===== config.mk =====
export PLATFORM = sky130hd
export DESIGN_NAME = bidir_shift_sequencer
export DESIGN_NICKNAME = d
export VERILOG_FILES = /design/src/rtl/bidir_shift_sequencer.sv
export SDC_FILE = /design/constraint.sdc
export NUM_CORES = 1
export LEC_CHECK = 0
export ABC_AREA = 1
export CAP_MARGIN = 10
export CORE_AREA = 2 2 39 41
export DETAILED_ROUTE_END_ITERATION = 6
export DIE_AREA = 0 0 41 43
export PLACE_DENSITY = 0.72
export SETUP_SLACK_MARGIN = 0.15
export SLEW_MARGIN = 40
export SYNTH_ARGS = -nofsm -noshare
export SYNTH_HDL_FRONTEND = slang
export SYNTH_SLANG_ARGS = --single-unit

===== constraint.sdc =====
create_clock -name clk -period 1.3 [get_ports clk]
set_input_delay 0.39 -clock clk [delete_from_list [all_inputs] [get_ports clk]]
set_output_delay 0.39 -clock clk [all_outputs]
set_load 0.02 [all_outputs]

===== src/rtl/bidir_shift_sequencer.sv =====
// Feeds a WIDTH-bit word into a free-running bidirectional shift register,
// one serial bit per clock, with a valid/ready front end and a done pulse.
module bidir_shift_sequencer #(
   parameter int   WIDTH = 4,
   parameter logic FILL  = 1'b0
) (
   input  logic             clk,
   input  logic             rst,
   input  logic             in_valid,
   output logic             in_ready,
   input  logic [WIDTH-1:0] in_data,
   input  logic             in_dir,
   output logic             mode,
   output logic             dr,
   output logic             dl,
   output logic             busy,
   output logic             done
);

   localparam int CNT_W = (WIDTH > 2) ? $clog2(WIDTH) : 1;
   localparam logic [CNT_W-1:0] LAST = CNT_W'(WIDTH - 1);
   localparam logic [CNT_W-1:0] LEFT_BASE = CNT_W'(WIDTH - 2);

   typedef enum logic [1:0] {
      IDLE  = 2'd0,
      SHIFT = 2'd1,
      DONE  = 2'd2
   } state_t;

   state_t             state, state_nxt;
   logic [CNT_W-1:0]   cnt, cnt_nxt;
   logic [WIDTH-1:0]   word, word_nxt;
   logic               dir, dir_nxt;
   logic               mode_nxt, dr_nxt, dl_nxt, busy_nxt, done_nxt;
   logic               accept;
   logic [CNT_W-1:0]   cnt_inc;
   logic [CNT_W-1:0]   left_idx;

   assign in_ready = rst && (state != SHIFT);
   assign accept   = in_valid && in_ready;
   assign cnt_inc  = cnt + 1'b1;
   // Index of the next bit for a left load; only used while cnt < WIDTH-1.
   assign left_idx = LEFT_BASE - cnt;

   always_comb begin
      state_nxt = state;
      cnt_nxt   = cnt;
      word_nxt  = word;
      dir_nxt   = dir;
      mode_nxt  = mode;
      dr_nxt    = FILL;
      dl_nxt    = FILL;
      busy_nxt  = 1'b0;
      done_nxt  = 1'b0;

      unique case (state)
         IDLE, DONE: begin
            if (accept) begin
               state_nxt = SHIFT;
               cnt_nxt   = '0;
               word_nxt  = in_data;
               dir_nxt   = in_dir;
               mode_nxt  = in_dir;
               busy_nxt  = 1'b1;
               // Bit 0 of the stream is presented straight from the input so
               // it appears in the cycle right after acceptance.
               if (in_dir) dr_nxt = in_data[0];
               else        dl_nxt = in_data[WIDTH-1];
            end else begin
               state_nxt = IDLE;
            end
         end
         SHIFT: begin
            cnt_nxt = cnt_inc;
            if (cnt == LAST) begin
               state_nxt = DONE;
               done_nxt  = 1'b1;
            end else begin
               busy_nxt = 1'b1;
               if (dir) dr_nxt = word[cnt_inc];
               else     dl_nxt = word[left_idx];
            end
         end
         default: begin
            state_nxt = IDLE;
         end
      endcase
   end

   always_ff @(posedge clk or negedge rst) begin
      if (!rst) begin
         state <= IDLE;
         cnt   <= '0;
         word  <= '0;
         dir   <= 1'b0;
         mode  <= 1'b0;
         dr    <= FILL;
         dl    <= FILL;
         busy  <= 1'b0;
         done  <= 1'b0;
      end else begin
         state <= state_nxt;
         cnt   <= cnt_nxt;
         word  <= word_nxt;
         dir   <= dir_nxt;
         mode  <= mode_nxt;
         dr    <= dr_nxt;
         dl    <= dl_nxt;
         busy  <= busy_nxt;
         done  <= done_nxt;
      end
   end

endmodule


* After elaboration in Yosys (flattened, before gate mapping)
Index checks and enable logic that the tools add are counted.
W data, S select, Z words.
** Cells by class
- Add/subtract/negate cells :: 2
- Order comparisons :: 2
- Equal/unequal tests :: 6
- Mux-type cells :: 24
- Reduce and logical (&&, ||, !) cells :: 7
** Operators with widths (number)
- $mux W1 :: 15
- $pmux W2 S2 :: 2
- $lt A2 B3 Y1 const B :: 2
- $pmux W1 S2 :: 3
- $bmux W1 S2 :: 2
- $eq A2 B2 Y1 const B :: 2
- $mux W2 :: 2
- $ne A2 B2 Y1 const B :: 2
- $reduce_and A2 Y1 :: 2
- $add A2 B1 Y2 const B :: 1
- $eq A2 B1 Y1 const B :: 1
- $logic_and A1 B1 Y1 :: 2
- $logic_not A2 Y1 :: 1
- $ne A2 B1 Y1 const B :: 1
- $reduce_bool A2 Y1 :: 1
- $reduce_or A2 Y1 :: 1
- $sub A2 B2 Y2 const A :: 1
** Word-level totals
- Bits in registers :: 13
- Input bits :: 8
- Output and inout bits :: 6
- Logic and storage cells :: 49

* Depth between registers and ports, before layout
- Depth after elaboration :: 6
- Gate-level depth with buffers :: 6
- Gate-level depth less buffers :: 6

* Least setup slack after synthesis
No wires, ideal clock.
- Path kind :: register -> output
- Start point :: register state[0]
- End point :: output in_ready
- Arrival time :: 0.901 ns
- Required time :: 0.910 ns
- Slack :: 0.009 ns
- Stages on the path, launching flop included :: 2
- Buffers on the path :: 0
- Path through :: dfrtp_1 > a21boi_0
** Between the ends
- Cells in the longest elaborated chain, start to end :: 2
** Ends and longest elaborated chain
- start: declaration :: line 30 : state_t state, state_nxt;
- start signal: assignment :: line 102 : state <= state_nxt;
- $ne A2 B1 Y1 :: line 39 : assign in_ready = rst && (state != SHIFT);
- $logic_and A1 B1 Y1 :: line 39
- end: declaration :: line 10 : output logic in_ready,
No other way between the ends.

* Final worst setup path
Ends and elaborated chain as after synthesis.

==> run summary <==
Row generation in the floorplan step produced 14 rows. For the footprint of the multi-input gates, the log shows 259 um2. The worst hold path belongs to the class in2async. After detailed routing, the total wire length is 1.20 mm. The multiplexer area fraction after synthesis is 0%, and the width of the die is 41 um. The area share of xor/xnor cells in the synthesized design works out to 0%. The share of Yosys cell area claimed by the top area cell type was 56.2%; the total cell area at the placement stage was 763 um2. Counting I/O delays and the setup requirement, the final critical path takes 1340 ps. The area growth from synthesis to layout is 53.6%. The tools report the number of buffers between clock root and the deepest sink as 2. For this design the ratio of total power to cell area is 2340 mW/mm2.

Of the cells placed in the final design, the portion with a size suffix greater than 1 is 35.8%. For the worst flop-to-flop path, the logic depth is 7. The synthesized netlist devotes 30.7% of its cell area to simple gates. The routed length per placed instance came out at 10.8 um.

Combinational family with the most area after synthesis: simple AND/OR/NAND/NOR gates. Of the available clock period, the critical path in the final layout requires 103%. The run gives 0.915 mV as the worst supply voltage drop on vdd. The tools report the worst slew margin relative to its limit as 86.9%. The repair_antennas step left the layout with diodes totalling 0.

The share of the Yosys chip area taken by registers is 56.2%. The detailed-route vias per instance was 4.78; the die span in y was 43 um. For the final database, setup skew stands at 1.78 ps.

Reg-to-reg endpoint: dir. The design draws 2.08 mW. The H-tree level count is 1, and the average cell area after synthesis is 8.40 um2. Clock root buffer: clkbuf_4. The clock reaches the later pin of the worst-skew pair after 270 ps. In the synthesized netlist, the number of instances is 69. Based on the critical path, the design can be clocked at up to 749 MHz. Of all nets on the critical path, the largest fanout is 2. The post-placement worst setup slack is -723 ps.

TritonCTS built the clock tree. The logs give 0 for the initial antenna violation count and 4 for the first-pass detailed-route iteration total. The nature of the critical path startpoint is a flop. The die covers 0.00176 mm2. After filler insertion, the fill cell instance count of the layout stands at 124. The compound-cell area share of the yosys netlist came out at 3.89%. The run gives 0 as the number of maximum-capacitance violations. For the pin with the worst max-slew slack, the measured transition is 197 ps. The logs give 0 for the total congestion overflow and 531 for the total via count in the routed design. The max-slew violation count is 0, and the unique cell type count in the Yosys netlist is 12. For the detailed placement HPWL, the log shows 875 um. The number of nets in the synthesized netlist is 78, and the placeable core area is 0.00138 mm2. Critical register-to-register path startpoint: state[0].

Yosys attributes the largest share of cell area to dfrtp_1 56%, nand2_1 17%, nand3_1 9.5%. The first global-routing pass estimated 1.97 mm of wire. The initial standard-cell utilization of the core was 41.9%.

The register clock-pin slew on the reported worst setup and hold paths was 70 ps. The number of hold buffers added after CTS was 0. During synthesis, Yosys emitted a total of 0 warnings.

The biggest area consumer among synthesized cells is dfrtp_1. The checks that failed: setup timing. Summed over all cells, the static leakage comes to 0.450 nW. The detail route stage leaves a number of antenna-violating nets equal to 0. Clock tree synthesis found a total of 13 sinks. Clock tree synthesis inserted a total of 3 buffers.

After the flow finishes, the layout carries non-filler instances totaling 111. Setup repair after global routing could not meet its margin everywhere. The cell total after placement came out at 103. The run gives 0 as the residual DRC count.

The synthesized design contains 13 register bits. The most critical setup path has its endpoint at in_ready. The logs give 14 for the top-level port count and 910 ps for the required arrival time at the worst endpoint.

Setup violation total in the final timing report: 1. The worst setup path is captured at an output pin. The library cells used most frequently in the layout, excluding fill and tap cells, are 19 x nand2_1, 13 x dfrtp_1, 10 x nand3_1.

Commonest non-fill, non-tap cell in the layout: nand2_1. The run finished, with violations left. The tools report the worst path arrival time as 950 ps. The worst slack on hold paths was 172 ps; the initial detailed-routing violation count was 13. For the number of global-route vias before repair, the log shows 518. Startpoint-to-endpoint class of the critical path: reg2out. The adder-cell share of the synthesized area is 2.16%.

The setup check on the worst reg-to-reg path leaves a slack of 140 ps. The synthesized netlist occupies a cell area of 579 um2. The finished cells cover 890 um2. The slack of the critical path came out at -35.1 ps.

Buffers placed on the I/O ports in this run total 13. For this run, the total global-route usage over all layers was measured as 16.4%. The critical path starts at state[0]. Entering global routing, the biggest net connects 15 pins.

Routability-driven placement finished with a final weighted congestion of 0.820. For the final net count, the log shows 105. The sequential standard cell area came out at 325 um2. The number of failing hold endpoints at the final stage was 0.
## stage by stage
step | util (%) | setup TNS [ps]
6_report | 64.3 | -35.1
5_1_grt | 64.3 | -82.6
4_1_cts | 58.7 | -20.1
3_5_place_dp | 55.2 | -4470
3_3_place_gp | 55.2 | -4250
2_1_floorplan | - | 0
## critical path, cell delays in order (launching register included)
cell	delay [ps]
dfrtp_1	410
a21boi_2	140
buf_6	130
## logic make-up (layout without fill, tap and decap cells)
kind of cell    Yosys count  after routing
fa+ha+maj                 1              1
compound gates            4              4
flops                    13             13
simple gates             42             42
buf+inv                   9             35
## synth_stat cells (all sizes together)
library cell	number
dfrtp	13
nor2	4
inv	8
nand3	12
o21ai	3
a21boi	1
buf	1
ha	1
nand2	26
## state kept, by name, summed over array words and instances, names as in the netlist
signal,count
done,1
cnt,2
dir,1
dr,1
dl,1
busy,1
word,4
state,2
## area by class of cell
cell class              instances  area share [%]
well taps                      16            2.25
clock buffers                   4            2.95
multi-input cells              47            29.1
inverters                       8            3.94
repair buffers                 23            25.2
flip-flops and latches         13            36.6
## layer usage
metal | GRT usage [%] | up-vias | part of all wire, %
met5 | 0 | - | 0
met4 | 6.67 | 0 | 0.83
met3 | 3.14 | 2 | 4.8
met2 | 27.5 | 16 | 54
met1 | 19.4 | 244 | 40
li1 | - | 269 | -
## worst min path at each step
stage                     startpoint        to  depth (start not counted)
after floorplan                  rst      busy                          0
after global placement       word[3]   word[3]                          2
after detailed placement     word[0]   word[0]                          2
after CTS                        rst      done                          2
after global routing             rst      done                          2
final                            rst  state[0]                          2
## where the power goes
group          internal (mW)  switching (mW)
clock                  0.119           0.123
sequential             0.582           0.140
combinational          0.553           0.565
total                   1.25           0.828
## what timing repair did
item | 4_1_cts | 5_1_grt
pin swaps | 2 | 4
gates cloned | 0 | 0
buffers inserted | 1 | 3
setup endpoints to repair | 17 | 14
resized for setup | 41 | 16
Power figures use the tool's default switching activity.
